**config.mk**
```make
export PLATFORM = sky130hd
export DESIGN_NAME = fetch_stage
export DESIGN_NICKNAME = d
export VERILOG_FILES = /design/src/rtl/fetch_stage.sv
export SDC_FILE = /design/constraint.sdc
export NUM_CORES = 1
export LEC_CHECK = 0
export BUFFER_PORTS_ARGS = -buffer_cell sky130_fd_sc_hd__buf_2
export CELL_PAD_IN_SITES_DETAIL_PLACEMENT = 1
export CELL_PAD_IN_SITES_GLOBAL_PLACEMENT = 2
export CORE_MARGIN = 8
export CORE_UTILIZATION = 30
export CTS_CLUSTER_DIAMETER = 50
export DETAILED_ROUTE_END_ITERATION = 16
export PLACE_DENSITY_LB_ADDON = 0.3
export SYNTH_ARGS = -nofsm -noshare
export SYNTH_HDL_FRONTEND = slang
export SYNTH_SLANG_ARGS = --single-unit
export TNS_END_PERCENT = 20
```
**constraint.sdc**
```tcl
create_clock -name clk -period 5.07 [get_ports clk]
set_input_delay 0.2535 -clock clk [delete_from_list [all_inputs] [get_ports clk]]
set_output_delay 0.2535 -clock clk [all_outputs]
set_load 0.01 [all_outputs]
```
**src/rtl/fetch_stage.sv**
```systemverilog
// -----------------------------------------------------------------------------
// fetch_stage
//   Instruction fetch stage and IF/ID pipeline register for a five-stage MIPS
//   core. It holds the F-stage PC and drives the instruction memory word
//   address. It picks the next PC from four sources: sequential, branch, j/jal
//   or jr/jalr. Redirect targets are built from the D-stage fields. The fetched
//   word and its PC are registered into the D stage.
//
//   Optional feature macro: FETCH_EXC_EN
//     When this macro is defined, the block flags misaligned or out-of-range
//     fetches. A flagged fetch loads a nop with d_valid = 1 and sets d_exc_adel.
//     When it is undefined, the d_exc_adel port is absent, and out-of-range
//     addresses wrap modulo the instruction memory.
//
//   Ports
//     clk        in   rising-edge clock
//     reset      in   asynchronous active-low reset
//     stall      in   freeze F PC and IF/ID (has priority over flush)
//     flush      in   load a bubble into IF/ID
//     npc_sel    in   0 = PC+4, 1 = branch, 2 = j/jal, 3 = jr/jalr
//     d_imm16    in   D-stage imm16 (branch offset)
//     d_imm26    in   D-stage imm26 (jump index)
//     d_rs_val   in   forwarded rs value (jr target)
//     im_rdata   in   instruction word read combinationally at im_addr
//     im_addr    out  word index (f_pc - IM_BASE) >> 2, low 12 bits
//     f_pc       out  current F-stage PC
//     d_instr    out  IF/ID instruction
//     d_pc       out  IF/ID PC
//     d_pc8      out  d_pc + 8 (link address)
//     d_valid    out  IF/ID holds a real fetched instruction
//     d_exc_adel out  (FETCH_EXC_EN only) fetch address error flag
// -----------------------------------------------------------------------------
module fetch_stage #(
  parameter logic [31:0] RESET_PC = 32'h0000_3000,
  parameter logic [31:0] IM_BASE  = 32'h0000_3000,
  parameter int unsigned IM_WORDS = 4096
) (
  input  logic        clk,
  input  logic        reset,
  input  logic        stall,
  input  logic        flush,
  input  logic [1:0]  npc_sel,
  input  logic [15:0] d_imm16,
  input  logic [25:0] d_imm26,
  input  logic [31:0] d_rs_val,
  input  logic [31:0] im_rdata,
  output logic [11:0] im_addr,
  output logic [31:0] f_pc,
  output logic [31:0] d_instr,
  output logic [31:0] d_pc,
  output logic [31:0] d_pc8,
`ifdef FETCH_EXC_EN
  output logic        d_exc_adel,
`endif
  output logic        d_valid
);

  localparam logic [1:0] NPC_SEQ = 2'd0;
  localparam logic [1:0] NPC_BR  = 2'd1;
  localparam logic [1:0] NPC_J   = 2'd2;
  localparam logic [1:0] NPC_JR  = 2'd3;

  logic [31:0] f_pc_q,    f_pc_d;
  logic [31:0] d_instr_q, d_instr_d;
  logic [31:0] d_pc_q,    d_pc_d;
  logic        d_valid_q, d_valid_d;

  logic [31:0] pc_off;
  logic [31:0] d_pc4;
  logic [31:0] br_target;
  logic [31:0] j_target;
  logic [31:0] npc;
  logic        fetch_bad;

  // The word index is relative to the memory base. Only the low 12 bits
  // are kept, so any address wraps modulo the memory.
  assign pc_off  = f_pc_q - IM_BASE;
  assign im_addr = pc_off[13:2];

  // The branch and jump targets are relative to the delay-slot address
  // (d_pc + 4). The jump takes its top nibble from d_pc + 4, which picks
  // up the carry when d_pc is the last word of a 256 MB region.
  assign d_pc4     = d_pc_q + 32'd4;
  assign br_target = d_pc4 + {{14{d_imm16[15]}}, d_imm16, 2'b00};
  assign j_target  = {d_pc4[31:28], d_imm26, 2'b00};

  always_comb begin
    npc = f_pc_q + 32'd4;
    case (npc_sel)
      NPC_SEQ: npc = f_pc_q + 32'd4;
      NPC_BR:  npc = br_target;
      NPC_J:   npc = j_target;
      NPC_JR:  npc = d_rs_val;
      default: npc = f_pc_q + 32'd4;
    endcase
  end

`ifdef FETCH_EXC_EN
  localparam logic [31:0] IM_LAST = IM_BASE + 32'(IM_WORDS) * 32'd4 - 32'd4;
  assign fetch_bad = (f_pc_q[1:0] != 2'b00) || (f_pc_q < IM_BASE) || (f_pc_q > IM_LAST);
`else
  assign fetch_bad = 1'b0;
`endif

  // Stall takes priority over flush, and flush takes priority over a
  // normal fetch. A flagged fetch still counts as a valid slot. Its word
  // is replaced by a nop so that no garbage reaches decode.
  always_comb begin
    f_pc_d    = f_pc_q;
    d_instr_d = d_instr_q;
    d_pc_d    = d_pc_q;
    d_valid_d = d_valid_q;
    if (!stall) begin
      f_pc_d = npc;
      d_pc_d = f_pc_q;
      if (flush) begin
        d_instr_d = 32'd0;
        d_valid_d = 1'b0;
      end else begin
        d_instr_d = fetch_bad ? 32'd0 : im_rdata;
        d_valid_d = 1'b1;
      end
    end
  end

  always_ff @(posedge clk or negedge reset) begin
    if (!reset) begin
      f_pc_q    <= RESET_PC;
      d_instr_q <= 32'd0;
      d_pc_q    <= 32'd0;
      d_valid_q <= 1'b0;
    end else begin
      f_pc_q    <= f_pc_d;
      d_instr_q <= d_instr_d;
      d_pc_q    <= d_pc_d;
      d_valid_q <= d_valid_d;
    end
  end

`ifdef FETCH_EXC_EN
  logic exc_q, exc_d;

  always_comb begin
    exc_d = exc_q;
    if (!stall) begin
      exc_d = flush ? 1'b0 : fetch_bad;
    end
  end

  always_ff @(posedge clk or negedge reset) begin
    if (!reset) begin
      exc_q <= 1'b0;
    end else begin
      exc_q <= exc_d;
    end
  end

  assign d_exc_adel = exc_q;
`endif

  assign f_pc    = f_pc_q;
  assign d_instr = d_instr_q;
  assign d_pc    = d_pc_q;
  assign d_pc8   = d_pc_q + 32'd8;
  assign d_valid = d_valid_q;

endmodule

```
Word-level counts from Yosys, hierarchy flattened
Cells that the tools add are included.
{ "word_totals": {"wordCells": 16, "reg_bits": 97} }
{ "classes": {"muxes": 3, "reduce_logical": 1, "n_eq_ne": 3, "addsub": 5} }
{ "ops": {"columns": ["operator", "n"], "rows": [
  ["$pmux W32 S4", 1],
  ["$add A32 B3 Y32 const B", 2],
  ["$add A32 B32 Y32", 1],
  ["$add A32 B4 Y32 const B", 1],
  ["$mux W32", 1],
  ["$sub A14 B14 Y14 const B", 1],
  ["$eq A2 B2 Y1 const B", 2],
  ["$eq A2 B1 Y1 const B", 1],
  ["$logic_not A2 Y1", 1],
  ["$mux W1", 1]
]} }

Longest topological paths before layout
{ "depth": {"ltp_word": 3, "depth_mapped": 17, "ltp_nobuf": 16} }

Worst setup path before layout
No wires, ideal clock.
{ "synth_timing": {"path_kind": "flip-flop to flip-flop", "startpoint": "reg d_pc_q[4], in the netlist d_pc[4]", "endpoint": "reg f_pc_q[30], in the netlist f_pc[30]", "arrival_time_ns": 3.668, "path_buffers": 0, "setup_time_ns": 0.142, "path_slack_ns": 1.260, "period_less_slack_ns": 3.810, "path_stages_with_launch": 15, "cell_sequence": "dfrtp_1 -> ha_1 -> nand2_1 -> nor4_2 -> nand2_1 -> or3_1 -> xnor2_1 -> ha_1 -> and2_1 -> and2_1 -> o41ai_1 -> a31oi_1 -> a31oi_1 -> xor2_1 -> o221ai_1"} }
{ "synth_between": {"elab_chain_cells": 3} }
{ "synth_rtl": {"columns": ["item", "line", "rtl"], "rows": [
  ["start, declared", "65", "logic [31:0] d_pc_q, d_pc_d;"],
  ["start signal, assigned", "135", "d_pc_q <= d_pc_d;"],
  ["$add A32 B3 Y32 (*)", "83", "assign d_pc4 = d_pc_q + 32'd4;"],
  ["$add A32 B32 Y32", "84", "assign br_target = d_pc4 + {{14{d_imm16[15]}}, d_imm16, 2'b00};"],
  ["$pmux W32 S4 (*)", "89", "case (npc_sel)"],
  ["end signal, assigned", "133", "f_pc_q <= f_pc_d;"],
  ["end, declared", "63", "logic [31:0] f_pc_q, f_pc_d;"]
]} }
Every way passes the cells marked *; elsewhere a longest branch is shown, timed or not.
A chain may end at the register's enable or synchronous reset.

Worst setup path after layout
{ "layout_timing": {"startpoint": "reg d_pc_q[4], in the netlist d_pc[4]", "endpoint": "reg f_pc_q[28], in the netlist f_pc[28]"} }
Same word-level chain as after synthesis.

==> results by group <==
Synthesis
  – Proportion of register bits with asynchronous set or reset after synthesis: 100%
  – Portion of netlist area occupied by mux cells: 8.77%
  – Count of state elements after synthesis: 97
  – Leading area contributor after synthesis: dfrtp_1
  – Nets in the synthesized netlist: 1069
  – Number of warnings printed during yosys synthesis: 0
  – Count of unique library cells instantiated by Yosys: 73
  – Top cell type's share of synthesized area: 30.3%
  – Post-synthesis compound-gate area fraction: 17.2%
  – Synthesized instance count: 917
  – Largest family of logic cells by synthesized area: simple AND/OR/NAND/NOR gates
  – Post-synthesis share of cell area spent on full adders, half adders and majority gates: 6.48%
  – Sequential element share of the synthesized area: 31.0%
  – Most used standard cell by instance count after synthesis: nand2_1
  – Count of flip-flops with a built-in enable after synthesis: 0
  – Top area cells in the synthesized netlist: dfrtp_1 (30%), ha_1 (6.2%), xnor2_1 (5.6%)
  – Avg Inst Size Synth: 8.55 um2
  – Simple-Gate Fraction of Synth Area: 22.1%
  – Share of the synthesized netlist area taken by xor and xnor gates: 9.37%
  – Post-Synthesis Cell Area: 7840 um2
  – Dominant register cell in the synthesized netlist: dfrtp_1
  – Top cell types by occurrence after synthesis: nand2_1 (114), dfrtp_1 (95), o21ai_0 (69)

Critical path
  – CP Data Required Time: 5.37 ns
  – Arrival time at the worst endpoint: 4.43 ns
  – Critical path startpoint category: flip-flop
  – Startpoint of the lowest-slack register-to-register path: d_pc[4]
  – Stage delay of the slowest cell on the critical path: 0.51 ns
  – Kind of cell adding the most delay to the critical path: compound AO/OA/AOI/OAI gates
  – Crit path capture type: flip-flop
  – Type of the worst setup path: flip-flop to flip-flop
  – Worst flop-to-flop path endpoint: f_pc[28]
  – Count of cell instances traversed by the critical path: 15
  – Most prevalent standard cell on the critical path: a21o_1
  – Critical Path Fanout Max: 9
  – Critical Path, Cell by Cell: ha_1 -> nand2_1 -> nor2_1 -> and4_1 -> nand3_1 -> xnor2_1 -> ha_1 -> a21o_1 -> a21o_1 -> a21o_1 -> a2bb2oi_1 -> o31ai_1 -> o311ai_0 -> mux2i_1 -> a21o_1
  – Depth of the worst register-to-register path: 15
  – Slowest stage cell, crit path: dfrtp_1
  – Total buffers and inverters traversed by the critical path: 0
  – R2r setup slk: 0.94 ns

Detailed routing
  – Wirelength per Cell: 22.0 um
  – Violation count after the first detailed-route iteration: 386
  – Total routed wirelength: 32.3 mm
  – Routed Antenna Nets: 0
  – Number of detailed-route iterations in the first pass: 4
  – Per-cell via count in the routed design: 5.18
  – DRC violation count after routing: 0
  – Via count: 7590

STA
  – Setup TNS: 0 ns
  – Number of max-slew violations in the final report: 0
  – Final setup skew: 0.0113 ns
  – Slew @ Worst Pin: 0.918 ns
  – Achievable frequency: 0.242 GHz
  – Setup repair after global routing missed its margin: no
  – Final critical-path setup slack: 0.944 ns
  – Worst-case headroom to the max-slew limit: 38.6%
  – Final hold slack: -0.0000893 ns
  – Final hold viol count: 1
  – Final worst-path cycle share: 81.4%
  – Time the worst path needs with I/O delays and setup: 4.13 ns
  – Finish-stage setup viols: 0

Layout
  – Total Nets Final: 1276
  – Area growth, synth to finish: 22.7%
  – Final design utilization: 37.2%
  – Fraction of final layout cells sized beyond drive strength 1: 29.7%
  – Final non-filler cell area: 9610 um2

Placed design
  – Post-detailed-placement half-perimeter wirelength: 25.8 mm
  – Quantity of I/O buffers inserted on ports: 252
  – Routability congestion estimate from global placement: 0.878
  – Placed Instance Area: 9280 um2
  – Minimum setup slack after placement: 0.992 ns

Pwr
  – Power share of the combinational group: 49.3%
  – Power density normalized to cell area: 430 nW/um2
  – Power Total: 0.00413 W
  – Int Power: 0.00227 W
  – Reg power frac: 31.2%
  – Static leakage: 4.40 nW
  – Max rail drop VDD: 0.172 mV
  – Clock share of power: 19.5%
  – Switching component of the power: 0.00186 W
  – Switching Fraction: 45.1%

CTS
  – Number of setup buffers added after CTS: 0
  – Clock tree from TritonCTS: yes
  – Clock root buffer: clkbuf_16
  – Hold buffer count at cts: 0
  – Source-to-sink clock delay at the later pin of the worst-skew pair: 0.36 ns
  – Post-CTS clock slew at the launch and capture registers of the worst setup and hold paths: 0.08 ns
  – Resized Gates After CTS: 0
  – Number of levels in the clock H-tree: 3
  – Number of clock sinks: 97
  – Max clock buf depth: 2
  – Number of buffers added by the clock tree synthesis step: 9

Global route
  – Vias in the first global route: 8080
  – Pin count of the biggest net entering global routing: 78
  – Antenna violations before repair: 6
  – Total GRT Usage: 20.4%
  – Remaining global-route overflow: 0
  – First-pass GRT wire length: 49.5 mm

Hold path
  – Worst hold path type: input port to async pin

Floorplan
  – I/O pin count: 253
  – Width of the die: 178 um
  – # rows: 59
  – Overall die area: 31500 um2
  – Initial Utilization: 30.3%
  – Core area: 25800 um2
  – Y dimension of the die: 178 um

Run status
  – Status: finished with violations
  – Violations in the final reports: hold timing

Job
  – Number of max-cap violations: 0
[per-stage QoR]
stage / std cells / hold WS (ns)
after floorplan: 917 / -0.0421
after global placement: 1448 / 0.429
after detailed placement: 1448 / 0.427
after CTS: 1463 / 0.0444
after global routing: 1463 / 0.0739
final: 1464 / -0.0000893
[state kept, by name (all words and copies together) (netlist names)]
register and count:
f_pc 32, d_instr 32, d_valid 1, d_pc 32
[placed cells by master, fill, tap and decap left out, drive strengths merged, types with 27 or more instances in the layout]
master,Yosys,routed
nand2,115,115
nor2,60,60
buf,34,262
xor2,32,32
dfrtp,95,95
nand3,43,43
nand2b,39,39
a21oi,52,52
xnor2,51,51
ha,39,39
o21ai,70,70
mux2,27,27
[layer usage]
| metal | vias to the layer above | GRT usage [%] | wire, um |
|---|---|---|---|
| met1 | 3665 | 27.3 | 14600 |
| met4 | 10 | 5.07 | 536 |
| met3 | 44 | 5.21 | 2100 |
| li1 | 3666 | - | - |
| met5 | - | 0 | 55 |
| met2 | 205 | 32.4 | 15000 |
[cell families after synthesis]
kind of cell	count (synthesis)
flip-flops	97
AO/OA/AOI/OAI	214
adder cells (fa/ha/maj)	40
AND/OR/NAND/NOR	342
multiplexers	54
XOR/XNOR	83
buffers and inverters	87
[layout make-up]
cell class	count	area [um2]
antenna	1	2.50
clock buffer	10	229
clock inverter	5	105
fill	3186	16200
inverter	21	78.8
multi-input combinational	733	5010
sequential	97	2430
tap	335	419
timing repair buffer	262	1340
[worst max-delay path by stage]
stage / from / to / slack, ns
2_1_floorplan: d_pc[4] / f_pc[30] / 1.26
4_1_cts: d_pc[4] / f_pc[28] / 0.97
3_5_place_dp: d_pc[4] / f_pc[28] / 0.99
6_report: d_pc[4] / f_pc[28] / 0.94
3_3_place_gp: d_pc[4] / f_pc[30] / 1.13
5_1_grt: d_pc[4] / f_pc[28] / 0.65
[power groups by stage]
stage / registers, W / logic [W] / clock network (W)
floorplan: 0.00122 / 0.00129 / 0
detailed placement: 0.00130 / 0.00204 / 0
finish: 0.00129 / 0.00204 / 0.000805
global route: 0.00133 / 0.00223 / 0.000855
global placement: 0.00129 / 0.00203 / 0
CTS: 0.00129 / 0.00205 / 0.000826
No activity file was read; power rests on OpenSTA's default activity.
